### src/rtl/cmplx_mult_arbiter.sv
// Round-robin arbiter that shares one pipelined complex multiplier between two
// requesters, tagging each issued operation so its result returns to its issuer.
module cmplx_mult_arbiter #(
    parameter int WIDTH   = 8,
    parameter int LATENCY = 3
) (
    input  logic                 clk,
    input  logic                 reset,
    input  logic                 req0_valid,
    output logic                 req0_ready,
    input  logic [4*WIDTH-1:0]   req0_data,
    input  logic                 req1_valid,
    output logic                 req1_ready,
    input  logic [4*WIDTH-1:0]   req1_data,
    output logic                 mult_valid_in,
    output logic [4*WIDTH-1:0]   mult_data,
    input  logic                 mult_valid_out,
    input  logic [2*WIDTH-1:0]   mult_res,
    output logic                 res0_valid,
    output logic [2*WIDTH-1:0]   res0_data,
    output logic                 res1_valid,
    output logic [2*WIDTH-1:0]   res1_data,
    output logic                 err
);

    localparam int CW = $clog2(LATENCY + 1);

    logic               last_grant;
    logic               grant0;
    logic               grant1;
    logic               issue_id;
    logic [LATENCY-1:0] tag_valid;
    logic [LATENCY-1:0] tag_id;
    logic [CW-1:0]      mask_cnt;
    logic               mask;
    logic               exp_valid;
    logic               exp_id;

    // Handshake: a request transfers in any cycle where reqN_valid && reqN_ready;
    // ready depends on valid, so dropping valid cancels the grant that cycle.
    always_comb begin
        grant0 = 1'b0;
        grant1 = 1'b0;
        if (!reset) begin
            grant0 = req0_valid && (!req1_valid || last_grant);
            grant1 = req1_valid && (!req0_valid || !last_grant);
        end
    end

    assign req0_ready = grant0;
    assign req1_ready = grant1;

    assign exp_valid = tag_valid[LATENCY-1];
    assign exp_id    = tag_id[LATENCY-1];
    assign mask      = (mask_cnt != '0);

    always_ff @(posedge clk) begin
        if (reset) begin
            last_grant    <= 1'b1;
            mult_valid_in <= 1'b0;
            mult_data     <= '0;
            issue_id      <= 1'b0;
            tag_valid     <= '0;
            tag_id        <= '0;
            mask_cnt      <= CW'(LATENCY);
            res0_valid    <= 1'b0;
            res1_valid    <= 1'b0;
            res0_data     <= '0;
            res1_data     <= '0;
            err           <= 1'b0;
        end else begin
            mult_valid_in <= grant0 || grant1;
            if (grant0) begin
                last_grant <= 1'b0;
                mult_data  <= req0_data;
                issue_id   <= 1'b0;
            end else if (grant1) begin
                last_grant <= 1'b1;
                mult_data  <= req1_data;
                issue_id   <= 1'b1;
            end

            // Tag stage 0 follows the issue register, so the last stage lines up
            // with the cycle the multiplier should present the matching result.
            tag_valid[0] <= mult_valid_in;
            tag_id[0]    <= issue_id;
            for (int i = 1; i < LATENCY; i++) begin
                tag_valid[i] <= tag_valid[i-1];
                tag_id[i]    <= tag_id[i-1];
            end

            if (mask) begin
                mask_cnt <= mask_cnt - CW'(1);
            end

            res0_valid <= 1'b0;
            res1_valid <= 1'b0;
            if (!mask && exp_valid && mult_valid_out) begin
                if (exp_id) begin
                    res1_valid <= 1'b1;
                    res1_data  <= mult_res;
                end else begin
                    res0_valid <= 1'b1;
                    res0_data  <= mult_res;
                end
            end

            // After reset the multiplier may still drain dropped work; ignore it.
            if (!mask && (mult_valid_out != exp_valid)) begin
                err <= 1'b1;
            end
        end
    end

endmodule

### config.mk
export PLATFORM = sky130hd
export DESIGN_NAME = cmplx_mult_arbiter
export DESIGN_NICKNAME = d
export VERILOG_FILES = /design/src/rtl/cmplx_mult_arbiter.sv
export SDC_FILE = /design/constraint.sdc
export NUM_CORES = 1
export LEC_CHECK = 0
export CELL_PAD_IN_SITES_DETAIL_PLACEMENT = 1
export CELL_PAD_IN_SITES_GLOBAL_PLACEMENT = 2
export CORE_MARGIN = 1
export CORE_UTILIZATION = 24
export DETAILED_ROUTE_END_ITERATION = 7
export PLACE_DENSITY_LB_ADDON = 0.05
export SLEW_MARGIN = 25
export SYNTH_ARGS = -nofsm -noshare
export SYNTH_HDL_FRONTEND = slang
export SYNTH_SLANG_ARGS = --single-unit
### constraint.sdc
create_clock -name clk -period 2.9 [get_ports clk]
set_input_delay 0.435 -clock clk [delete_from_list [all_inputs] [get_ports clk]]
set_output_delay 0.435 -clock clk [all_outputs]
set_load 0.03 [all_outputs]
-- Word-level counts from Yosys, hierarchy flattened
Index checks and enable logic that the tools add are counted.
- flip-flop bits (word level): 78
- bits of input ports: 85
- output and inout port bits: 70
- logic and storage cells: 42
- add/sub/neg operators: 1
- equal/unequal tests: 1
- mux-type cells: 8
- bitwise logic cells: 2
- reductions and logical operators: 18
- operators by type and width (kind ; number):
    32-bit two-way mux ; 2
    1-bit two-way mux ; 6
    1-bit logical AND ; 5
    1-bit logical NOT ; 4
    2-bit AND reduction ; 2
    2-bit nonzero test ; 2
    2-bit OR reduction ; 2
    1-bit logical OR ; 3
    1-bit NOT ; 2
    2-bit by 1-bit subtractor with 2-bit output, second input constant ; 1
    1-bit != test ; 1

-- Longest topological paths before layout
- depth after elaboration: 6
- gate-level depth with buffers: 8
- gate-level depth less buffers: 5

-- Worst setup path before layout
OpenSTA, ideal clock, no wires.
- kind: input port to output port
- from: in reset
- to: out req1_ready
- arrival: 1.358 ns
- required time: 2.465 ns
- slack: 1.107 ns
- stages on the path: 4
- path buffers: 3
- cell sequence: buf_2 buf_2 buf_1 nor2_1
- cells in the longest elaborated chain, start to end: 1
- RTL lines (what ; RTL line ; source):
    start, declared ; 8 ; input logic reset,
    1-bit two-way mux ; 44 ; if (!reset) begin
    end, declared ; 13 ; output logic req1_ready,
No other way between the ends.

-- Worst setup path in the final report
- from: in req0_valid
- to: out req1_ready
- cells in the longest elaborated chain, start to end: 4
- RTL lines (what ; RTL line ; source):
    start, declared ; 9 ; input logic req0_valid,
    1-bit logical NOT ; 46 ; grant1 = req1_valid && (!req0_valid || !last_grant);
    1-bit logical OR ; 46 ;
    1-bit logical AND ; 46 ;
    1-bit two-way mux ; 44 ;
No other way between the ends.

==> impl_metrics.env <==
export IMPL_status="complete, no violations"
export IMPL_fin_util_pct=38.9
export IMPL_detailed_place_area_mm2=0.00483
export IMPL_dp_hpwl_mm=7.85
export IMPL_cellLeakagePower_nw=1.81
export IMPL_hold_viol_final=0
export IMPL_rows=42
export IMPL_synth_flop_cell="sky130_fd_sc_hd__dfxtp_1"
export IMPL_grt_first_pass_wirelength_mm=18.1
export IMPL_ys_warnings_count=0
export IMPL_slew_violations=0
export IMPL_tritoncts_num_buffers=9
export IMPL_drt_total_wl_mm=11.6
export IMPL_cts_repair_timing_setup_buffer_count=0
export IMPL_post_synth_num_cell_types=33
export IMPL_dr_drc_count=0
export IMPL_critical_path_max_stage_delay_ns=0.62
export IMPL_clkTransAtPathRegs_ns=0.06
export IMPL_power_density_mw_per_mm2=551
export IMPL_wl_per_cell_um=17.0
export IMPL_die_area_mm2=0.0140
export IMPL_arrival_ns=1.72
export IMPL_min_period_over_period_pct=74.2
export IMPL_report_power_total_w=0.00284
export IMPL_timing_critical_path_required_ns=2.47
export IMPL_detail_route_vias_per_cell=4.77
export IMPL_synth_top_cells_by_area="sky130_fd_sc_hd__dfxtp_1 48%, sky130_fd_sc_hd__a21oi_1 9.7%, sky130_fd_sc_hd__nand2_1 7.7%, sky130_fd_sc_hd__a41oi_1 5.1%, sky130_fd_sc_hd__o31ai_1 5.1%"
export IMPL_cts_htree_levels=3
export IMPL_grt_busiest_layer="met2"
export IMPL_drt_iter0_drc=191
export IMPL_place_congestion=0.698
export IMPL_hold_path_class="flip-flop to flip-flop"
export IMPL_slowest_stage="sky130_fd_sc_hd__clkdlybuf4s50_1"
export IMPL_cap_viol_max_count=0
export IMPL_cts_repair_resize_count=0
export IMPL_cts_root_buffer_cell="sky130_fd_sc_hd__clkbuf_16"
export IMPL_worst_slew_pin_transition_ns=0.669
export IMPL_diode_count=0
export IMPL_largest_net_degree_at_the_start_of_global_routing=47
export IMPL_via_count_of_the_first_global_routing_pass=3335
export IMPL_grtUsageMet2_pct=29.5
export IMPL_crit_path_max_fanout=7
export IMPL_synth_top_cells_by_count="78 x sky130_fd_sc_hd__dfxtp_1, 67 x sky130_fd_sc_hd__nand2_1, 63 x sky130_fd_sc_hd__a21oi_1"
export IMPL_clock_insertion_delay_worst_skew_ns=0.33
export IMPL_drt_pre_antenna_iters=4
export IMPL_die_height_um=118
export IMPL_period_needed_ns=2.15
export IMPL_yosys_register_bits=78
export IMPL_finalNetCount=588
export IMPL_crit_buf_inv=2
export IMPL_synth_area_per_cell_um2=8.84
export IMPL_path_class="primary input to primary output"
export IMPL_route_antenna_remaining_nets=0
export IMPL_critical_path_startpoint_type="primary input"
export IMPL_unrepaired_setup_endpoints_after_global_routing="no"
export IMPL_layout_drive_gt1_share_pct=7.10
export IMPL_cp_top_family="buffers and inverters"
export IMPL_grt_total_usage_pct=16.9
export IMPL_cts_tree="yes"
export IMPL_initial_antenna_violation_count=0
export IMPL_syn_area_mm2=0.00325
export IMPL_asyncSetResetFlopFracSynth_pct=0
export IMPL_core_area_mm2=0.0132
export IMPL_met3_usage_pct=6.52
export IMPL_post_cts_hold_buffer_count=0
export IMPL_vdd_drop_max_v=0.000301
export IMPL_synthCells=368
export IMPL_synth_top_cell_area_share_pct=48.0
export IMPL_initial_core_util_pct=24.6
export IMPL_port_buffer_count=154
export IMPL_synth_seq_area_share_pct=48.0
export IMPL_fin_skew_ns=0.00453
export IMPL_synth_fp_nets=454
export IMPL_synth_enable_flop_cells=0
export IMPL_slew_headroom_pct=55.3
export IMPL_synth_most_common_cell="sky130_fd_sc_hd__dfxtp_1"
export IMPL_timing_final_setup_violations=0
export IMPL_area_growth_syn_to_layout_pct=58.4
export IMPL_route_vias_total=3257
export IMPL_max_root_sink_buffers=2
export IMPL_fin_setup_tns_ns=0
export IMPL_cts_sink_count=78
export IMPL_grt_use_met1_pct=18.9
export IMPL_global_route_overflow_total=0
export IMPL_final_area_mm2=0.00515
export IMPL_top_level_ports=155
export IMPL_max_freq_mhz=465
export IMPL_critical_path_endpoint_type="primary output"
export IMPL_synth_largest_area_cell="sky130_fd_sc_hd__dfxtp_1"
export IMPL_die_x_um=118
export IMPL_crit_path_cell_trace="clkdlybuf4s50_1 -> a21bo_2 -> nor2_1 -> buf_12"
[through the flow]
step           setup WS [ns]  hold slack, ns  instances
2_1_floorplan           1.11           0.414        368
3_3_place_gp           0.753           0.417        667
3_5_place_dp           0.727           0.425        667
4_1_cts                0.738           0.436        683
5_1_grt                0.674           0.451        683
6_report               0.748           0.430        683
[cell families (layout without fill, tap and decap cells)]
kind of cell / after synthesis / after routing / synth area share, %
buffers and inverters: 46 / 185 / 8.61
AND/OR/NAND/NOR: 97 / 97 / 13.9
flip-flops: 78 / 78 / 48.0
multiplexers: 1 / 1 / 0.346
adder cells (fa/ha/maj): 1 / 1 / 0.384
AO/OA/AOI/OAI: 143 / 143 / 28.3
XOR/XNOR: 2 / 2 / 0.538
[routing by layer]
metal  wire, µm  share of wire, %  vias to the layer above
met5          0                 0                        -
met4        147               1.3                        0
met1       4950                43                     1544
li1           -                 -                     1600
met2       5710                49                      101
met3        807               6.9                       12
[report_power, final]
part	total (W)	switching [W]	internal [W]
clock network	0.00123	0.000449	0.000779
logic	0.000468	0.000241	0.000227
registers	0.00114	0.0000248	0.00112
total	0.00284	0.000715	0.00212
[sequential cells by signal (all words and copies together), names as in the netlist, 2 cells and up]
signal     count
mask_cnt       2
res0_data     16
mult_data     32
tag_valid      3
res1_data     16
tag_id         3
[cells in the final DEF (no fill, tap or decap), types with 2 or more instances in the layout]
cell	n
sky130_fd_sc_hd__nand3_1	3
sky130_fd_sc_hd__clkbuf_16	9
sky130_fd_sc_hd__clkinv_4	2
sky130_fd_sc_hd__a41oi_1	19
sky130_fd_sc_hd__dfxtp_1	78
sky130_fd_sc_hd__clkdlybuf4s50_1	151
sky130_fd_sc_hd__o21ai_0	22
sky130_fd_sc_hd__nor2b_1	6
sky130_fd_sc_hd__a31oi_1	3
sky130_fd_sc_hd__nand4_1	10
sky130_fd_sc_hd__nand2_1	67
sky130_fd_sc_hd__o31ai_1	22
sky130_fd_sc_hd__nor2_1	5
sky130_fd_sc_hd__buf_4	10
sky130_fd_sc_hd__xor2_1	2
sky130_fd_sc_hd__a32oi_1	10
sky130_fd_sc_hd__bufinv_16	2
sky130_fd_sc_hd__a21oi_1	63
sky130_fd_sc_hd__inv_1	5
[worst paths after layout]
check	start	endpoint	slack, ns	cells past startpoint
hold reg to reg	tag_id[1]	tag_id[2]	0.43	1
setup / recovery	req0_valid	req1_ready	0.75	4
hold / removal	tag_id[1]	tag_id[2]	0.43	1
setup reg to reg	mask_cnt[0]	res1_data[10]	1.21	5
[layout make-up]
type	count	area, µm²
fillers	1563	8090
repair buffers	163	1610
flip-flops and latches	78	1560
multi-input cells	244	1410
clock buffers	11	243
well taps	176	220
clock inverters	5	82.6
inverters	6	22.5
Power figures use the tool's default switching activity.
